### config.mk
export PLATFORM = sky130hd
export DESIGN_NAME = mag_comparator
export DESIGN_NICKNAME = d
export VERILOG_FILES = /design/src/rtl/cmp_pkg.sv /design/src/rtl/mag_compare_core.sv /design/src/rtl/mag_comparator.sv
export SDC_FILE = /design/constraint.sdc
export NUM_CORES = 1
export LEC_CHECK = 0
export CORE_AREA = 4 4 41 43
export CTS_CLUSTER_SIZE = 12
export DETAILED_ROUTE_END_ITERATION = 7
export DIE_AREA = 0 0 45 47
export HOLD_SLACK_MARGIN = 0.05
export SLEW_MARGIN = 20
export SYNTH_ARGS = -nofsm -noshare
export SYNTH_HDL_FRONTEND = slang
export SYNTH_HIERARCHICAL = 1
export SYNTH_SLANG_ARGS = --single-unit
### constraint.sdc
create_clock -name clk -period 5.1 [get_ports clk]
set_clock_uncertainty 0.2 [all_clocks]
set_input_delay 0.51 -clock clk [delete_from_list [all_inputs] [get_ports clk]]
set_output_delay 0.51 -clock clk [all_outputs]
set_load 0.02 [all_outputs]
### src/rtl/cmp_pkg.sv
// Shared definitions for the magnitude comparator.
//
// cmp_result_e : three-way compare outcome carried through the pipeline.
// cmp_onehot   : expands a compare outcome into the {gt, eq, lt} flag triple.
// PIPE_STAGES_MAX : deepest pipeline the comparator supports.
package cmp_pkg;

    typedef enum logic [1:0] {
        CMP_LT = 2'b00,
        CMP_EQ = 2'b01,
        CMP_GT = 2'b10
    } cmp_result_e;

    localparam int PIPE_STAGES_MAX = 3;

    // Returns {gt, eq, lt}. The unused encoding maps to all-zero so a corrupted
    // result can never show up as a legal one-hot flag.
    function automatic logic [2:0] cmp_onehot(cmp_result_e res);
        logic [2:0] flags;
        unique case (res)
            CMP_GT:  flags = 3'b100;
            CMP_EQ:  flags = 3'b010;
            CMP_LT:  flags = 3'b001;
            default: flags = 3'b000;
        endcase
        return flags;
    endfunction

endpackage

### src/rtl/mag_compare_core.sv
// Combinational N-bit magnitude compare.
//
// Ports:
//   signed_mode : 0 = unsigned compare, 1 = two's-complement compare
//   A, B        : operands, WIDTH bits
//   result      : CMP_GT / CMP_EQ / CMP_LT for A versus B
//
// Walks the operands MSB first; the first differing bit decides. In signed
// mode the MSB carries negative weight, so a differing sign bit decides the
// opposite way (the operand with the sign bit clear is the larger one).
module mag_compare_core
    import cmp_pkg::*;
#(
    parameter int WIDTH = 4
) (
    input  logic             signed_mode,
    input  logic [WIDTH-1:0] A,
    input  logic [WIDTH-1:0] B,
    output cmp_result_e      result
);

    logic gt;
    logic lt;
    logic decided;

    always_comb begin
        gt      = 1'b0;
        lt      = 1'b0;
        decided = 1'b0;
        for (int i = WIDTH - 1; i >= 0; i--) begin
            if (!decided && (A[i] != B[i])) begin
                decided = 1'b1;
                // Sign bit swap: with A's sign set and B's clear, A is smaller.
                if ((i == WIDTH - 1) && signed_mode) begin
                    gt = B[i];
                end else begin
                    gt = A[i];
                end
                lt = ~gt;
            end
        end
    end

    always_comb begin
        if (gt) begin
            result = CMP_GT;
        end else if (lt) begin
            result = CMP_LT;
        end else begin
            result = CMP_EQ;
        end
    end

endmodule

### src/rtl/mag_comparator.sv
// Registered N-bit magnitude comparator with one-hot greater/equal/lesser flags.
//
// Ports:
//   clk, rst    : rising-edge clock, synchronous active-high reset
//   in_valid    : A, B and signed_mode are sampled this cycle
//   signed_mode : 0 = unsigned, 1 = two's-complement compare
//   A, B        : operands, WIDTH bits
//   out_valid   : flags below belong to a sampled input
//   A_greater_B, A_equal_B, A_lesser_B : one-hot compare result
//
// Structure: the core compares the live inputs; the edge that samples them
// is the first of PIPE_STAGES registers. Stages 1..PIPE_STAGES-1 form a
// result/valid shift chain and the last register is the output hold register,
// which only reloads its flags when a valid result arrives. A result is thus
// visible after edge k + PIPE_STAGES - 1 for a sample taken at edge k.
module mag_comparator
    import cmp_pkg::*;
#(
    parameter int WIDTH       = 4,
    parameter int PIPE_STAGES = 1
) (
    input  logic             clk,
    input  logic             rst,
    input  logic             in_valid,
    input  logic             signed_mode,
    input  logic [WIDTH-1:0] A,
    input  logic [WIDTH-1:0] B,
    output logic             out_valid,
    output logic             A_greater_B,
    output logic             A_equal_B,
    output logic             A_lesser_B
);

    // Elaboration-time parameter checks.
    if (WIDTH < 1) begin : gen_bad_width
        $error("mag_comparator: WIDTH must be >= 1");
    end
    if ((PIPE_STAGES < 1) || (PIPE_STAGES > PIPE_STAGES_MAX)) begin : gen_bad_stages
        $error("mag_comparator: PIPE_STAGES must be in 1..PIPE_STAGES_MAX");
    end

    cmp_result_e core_res;
    cmp_result_e feed_res;
    logic        feed_vld;

    mag_compare_core #(
        .WIDTH(WIDTH)
    ) u_core (
        .signed_mode(signed_mode),
        .A          (A),
        .B          (B),
        .result     (core_res)
    );

    if (PIPE_STAGES > 1) begin : gen_chain
        localparam int ChainLen = PIPE_STAGES - 1;

        cmp_result_e            res_q [ChainLen];
        logic [ChainLen-1:0]    vld_q;

        // Result registers load only on a valid slot, so operands that are
        // unknown during an idle cycle never enter the chain.
        always_ff @(posedge clk) begin
            if (rst) begin
                vld_q <= '0;
                for (int i = 0; i < ChainLen; i++) begin
                    res_q[i] <= CMP_EQ;
                end
            end else begin
                vld_q[0] <= in_valid;
                if (in_valid) begin
                    res_q[0] <= core_res;
                end
                for (int i = 1; i < ChainLen; i++) begin
                    vld_q[i] <= vld_q[i-1];
                    if (vld_q[i-1]) begin
                        res_q[i] <= res_q[i-1];
                    end
                end
            end
        end

        assign feed_res = res_q[ChainLen-1];
        assign feed_vld = vld_q[ChainLen-1];
    end else begin : gen_no_chain
        assign feed_res = core_res;
        assign feed_vld = in_valid;
    end

    // Output hold register: flags keep their last valid value across idle
    // slots and are all-zero from reset until the first valid result.
    always_ff @(posedge clk) begin
        if (rst) begin
            out_valid   <= 1'b0;
            A_greater_B <= 1'b0;
            A_equal_B   <= 1'b0;
            A_lesser_B  <= 1'b0;
        end else begin
            out_valid <= feed_vld;
            if (feed_vld) begin
                {A_greater_B, A_equal_B, A_lesser_B} <= cmp_onehot(feed_res);
            end
        end
    end

endmodule

### Word level (Yosys, flattened, before mapping)

Cells that the tools add are included.

* eq/ne operators: 6
* mux-type cells: 19
* bitwise operators: 4
* reductions and logical operators: 7

Operators with widths (count)
* $mux 1: 17
* $pmux 3 s3: 1
* $ne 1x1->1: 4
* $not 1->1: 4
* $logic_and 1x1->1: 3
* $logic_not 1->1: 3
* $eq 2x1->1 const B: 1
* $eq 2x2->1 const B: 1
* $logic_not 2->1: 1
* $mux 2: 1

* flip-flop bits (word level): 4
* input bits: 12
* output and inout bits: 4
* logic and storage cells: 40

### Longest topological paths before layout

* depth in word-level cells: 17
* depth in mapped cells: 7
* gate-level depth less buffers: 6

### By module

Netlist, hierarchy kept.

By module, submodules not included
* mag_comparator: instances 1, cells an instance 14, area each 147.6 um2
* mag_compare_core: instances 1, cells an instance 19, area each 142.6 um2

### Worst setup path after synthesis

Ideal clock, no wire load.

* path kind: input-to-reg
* start: input port A[0]
* end: register A_lesser_B
* arrival time: 1.789 ns
* data required time: 4.834 ns
* path slack: 3.045 ns
* cell stages on the path: 7
* cell sequence: nor2b_4 maj3_2 o211ai_2 a22oi_1 buf_4 or3b_1 a21oi_2

* elaborated cells on any way between the ends: 12
* classes of those cells: eq/ne (3); mux (6); bitwise (1); reduce/logical (2)

RTL lines
* from (decl): line mag_comparator.sv:26 `input logic [WIDTH-1:0] A,`
* $ne 1x1->1: line mag_compare_core.sv:31 `if (!decided && (A[i] != B[i])) begin`
* $logic_and 1x1->1: line mag_compare_core.sv:31
* $mux 1 (*): line mag_compare_core.sv:31
* net u_core.gt: line mag_compare_core.sv:22 `logic gt;`
* $mux 2 (*): line mag_compare_core.sv:45 `if (gt) begin`
* net core_res[1]: line mag_comparator.sv:42 `cmp_result_e core_res;`
* $eq 2x1->1 (tied with other cells): line cmp_pkg.sv:20 `unique case (res)`
* $pmux 3 s3 (*): line cmp_pkg.sv:20
* to (signal assigned): line mag_comparator.sv:101 `{A_greater_B, A_equal_B, A_lesser_B} <= cmp_onehot(feed_res);`
* to (decl): line mag_comparator.sv:31 `output logic A_lesser_B`

Mark *: on every way through the listed nets, which the timed path passes. The rest lies on a longest branch. The select of a mux whose other input is x is not followed.
A chain may end at the register's enable or synchronous reset.

### Worst setup path in the final report

* start: input port B[0]
* end: register A_lesser_B

* elaborated cells on any way between the ends: 10
* classes of those cells: eq/ne (3); mux (5); reduce/logical (2)

RTL lines
* from (decl): line mag_comparator.sv:27 `input logic [WIDTH-1:0] B,`
* $ne 1x1->1 (*): line mag_compare_core.sv:31
* $logic_and 1x1->1 (*): line mag_compare_core.sv:31
* $mux 1 (*): line mag_compare_core.sv:31
* $mux 2 (*): line mag_compare_core.sv:45
* net core_res[1]: line mag_comparator.sv:42
* $eq 2x1->1 (tied with other cells): line cmp_pkg.sv:20
* $pmux 3 s3 (*): line cmp_pkg.sv:20

Mark *: on every way through the listed nets, which the timed path passes. The rest lies on a longest branch.

==> results.txt <==
The summed instance area of the synthesized netlist came out at 290 um2. The fmax came out at 0.452 GHz. The element type at the critical path end is a flop. The number of cells on the worst hold path came out at 2. The distinct cell type count of the synthesized netlist is 17. The largest net degree at the start of global routing is 8.

Headroom to the max-slew limit came out at 80.8%. The chip width came out at 45 um. The die outline area is 2120 um2. The tree is rooted in a sky130_fd_sc_hd__clkbuf_4. The number of antenna violations at the first check in global routing is 0. The data arrival at the endpoint of the critical path came out at 2190 ps.

The detail route stage leaves a number of antenna-violating nets equal to 0. The count of TritonRoute iterations in the first routing pass is 4. The post-synthesis sequential element count is 4. The required time at the worst-slack endpoint is 5070 ps. The aggregate routed wire length came out at 584 um. The largest single stage delay on the critical path is 520 ps.

The endpoint identified for the worst register-to-register timing path is A_greater_B. The worst setup path is of the input pin to flop kind. The number of hold buffers added after cts is 0. The total number of vias is 282. VDD sags by at most 53.8 uV. Setup violations remaining at the end of the flow were counted as 0.

The number of buffers inserted during clock tree synthesis is 3. The wire length of the first global-routing pass came out at 931 um. The number of global-route vias before repair came to 261. The library cell used most frequently in the layout, excluding fill and tap cells, is sky130_fd_sc_hd__clkdlybuf4s50_1. Yosys attributes the largest share of cell area to sky130_fd_sc_hd__dfxtp_1 28%, sky130_fd_sc_hd__nand2b_1 8.6%, sky130_fd_sc_hd__o211ai_2 8.6%. The global-route total usage across every layer is 6.39%. The highest-delay cell along the critical path is sky130_fd_sc_hd__clkdlybuf4s50_1. The post-cts resize count is 0. The die outline height came out at 47 um.

For this configuration, the core starts out at a cell density of 22.3%. The number of nets in the layout is 64. The synthesized area per cell came out at 8.80 um2.

The completed layout was analyzed and its total power is 0.101 mW. The run finished with clean final reports. The routed length per placed instance is 8.98 um. The total nets after synthesis came out at 45. The launch instance of the worst register-to-register path is A_greater_B. The clock insertion delay at the later pin of the skew report came out at 230 ps. For the pin with the worst max-slew slack, the measured transition is 288 ps.

The global placer's final weighted congestion is 0.648. The number of rows created at floorplan came out at 13. sky130_fd_sc_hd__dfxtp_1 takes more of the synthesized area than any other cell. The final sum of negative setup slack came out at 0 ps. In this run the power density over the cells is 214 nW/um2. The depth of the worst register-to-register path came out at 2. The time the final worst path needs with I/O delays and setup came out at 2210 ps. The area growth from synthesis to layout is 63.4%.

Final hold analysis gives a worst-case slack of 268 ps. In this run the worst hold path is classified as flop to flop. The post-CTS repair timing setup buffer count is 0. The max-cap check violation count came out at 0. The number of sinks on the clock net came out at 4.

The number of DRC markers after the initial detailed-route iteration came out at 2. The leakage power of the design is 0.187 nW. The post-synthesis instance total is 33.

TritonCTS built the clock tree. Along the worst path, the maximum fanout reaches 3. Setup repair after global routing left no endpoint under its margin. After synthesis, flip-flops and latches occupy 27.6% of the total area. The top-level port count is 16. The diode insertion count for antenna repair is 0. The worst hold path begins at A_equal_B. The setup check on the worst reg-to-reg path leaves a slack of 4330 ps. The library cells used most frequently in the layout, excluding fill and tap cells, are 15 x sky130_fd_sc_hd__clkdlybuf4s50_1, 4 x sky130_fd_sc_hd__dfxtp_1, 4 x sky130_fd_sc_hd__nand2b_1, 4 x sky130_fd_sc_hd__a21oi_1, 4 x sky130_fd_sc_hd__inv_1. The remaining routing DRC violations is 0. In this run the biggest area consumer among cell types represents 27.6% of the synthesized area. Traced cell by cell, the critical path runs through clkdlybuf4s50_1 > nor2b_4 > maj3_2 > o211ai_2 > a22oi_1 > or3b_1 > a21oi_2. The area of the core region came out at 1300 um2. The count of final max-slew check failures is 0.

The post-CTS clock slew at the launch and capture registers of the worst setup and hold paths came out at 40 ps. The count of buffers inserted at the top-level ports is 15. The final period utilization came out at 43.4%.

The fraction of layout cells with a size suffix above 1 is 18.0%. The largest buffer count on any clock path came out at 2. The number of endpoints with negative hold slack in the final report is 0. The number of warnings reported in the yosys synthesis log is 6. STA classifies the critical path startpoint as an input pin. The sum of overflow across all layers after global routing came out at 0. The path with the worst hold slack has its endpoint at A_equal_B. The ratio of routed vias to standard cells came out at 4.34. The depth of the CTS H-tree came out at 1.
## worst max-delay path, delay by kind of cell
kind,cells,cell delay [ps]
buffers and inverters,1,520
adders and majority gates,1,320
AOI/OAI and AO/OA,3,380
and+or+nand+nor,2,450
## report_power, final
group	switching [mW]	internal (mW)
registers	0.000740	0.0332
clock network	0.0125	0.0263
logic	0.0116	0.0171
total	0.0248	0.0766
## area by class of cell
class | count | area, um2
Clock buffer | 3 | 22.5
Sequential cell | 4 | 80.1
Tap cell | 15 | 18.8
Timing Repair Buffer | 15 | 150
Inverter | 4 | 15.0
Multi-Input combinational cell | 24 | 188
Fill cell | 151 | 827
## metrics by stage
stage | area, um2 | instances | setup slack [ps] | util, %
final | 474 | 65 | 2890 | 36.4
after floorplan | 290 | 33 | 3040 | -
after detailed placement | 452 | 62 | 2630 | 34.7
after CTS | 474 | 65 | 2880 | 36.4
after global routing | 474 | 65 | 2820 | 36.4
after global placement | 452 | 62 | 2630 | 34.7
## worst max path at each step
stage / start / end / slack [ps]
2_1_floorplan: A[0] / A_lesser_B / 3040
3_3_place_gp: B[0] / A_lesser_B / 2630
3_5_place_dp: B[0] / A_lesser_B / 2630
4_1_cts: B[0] / A_lesser_B / 2880
5_1_grt: B[0] / A_lesser_B / 2820
6_report: B[0] / A_lesser_B / 2890
## cell usage after synthesis
cell type                  number
sky130_fd_sc_hd__a21boi_0       1
sky130_fd_sc_hd__a21oi_1        4
sky130_fd_sc_hd__a21oi_2        1
sky130_fd_sc_hd__a22oi_1        1
sky130_fd_sc_hd__and4b_2        1
sky130_fd_sc_hd__buf_4          1
sky130_fd_sc_hd__dfxtp_1        4
sky130_fd_sc_hd__inv_1          4
sky130_fd_sc_hd__maj3_2         1
sky130_fd_sc_hd__nand2b_1       4
sky130_fd_sc_hd__nand3b_1       2
sky130_fd_sc_hd__nor2_1         1
sky130_fd_sc_hd__nor2b_1        2
sky130_fd_sc_hd__nor2b_4        1
sky130_fd_sc_hd__o211ai_2       2
sky130_fd_sc_hd__or3b_1         1
sky130_fd_sc_hd__xor2_1         2
## sequential cells by signal, summed over array words and instances, names as in the netlist
register / cells
A_lesser_B: 1
out_valid: 1
A_greater_B: 1
A_equal_B: 1
## logic make-up (layout without fill, tap and decap cells)
family          count (synthesis)  after routing  share of synthesized area, %
simple gates                   12             12                          31.0
compound gates                  9              9                          23.7
buf+inv                         5             22                          7.76
flops                           4              4                          27.6
xor+xnor                        2              2                          6.04
fa+ha+maj                       1              1                          3.88
## metal layers
metal,GRT usage [%],share of wire (%)
met1,6.80,39
met3,2.68,17
met5,0,0
met2,9.04,40
met4,7.02,3.9
Note: power is estimated with default switching activity, not from simulation.
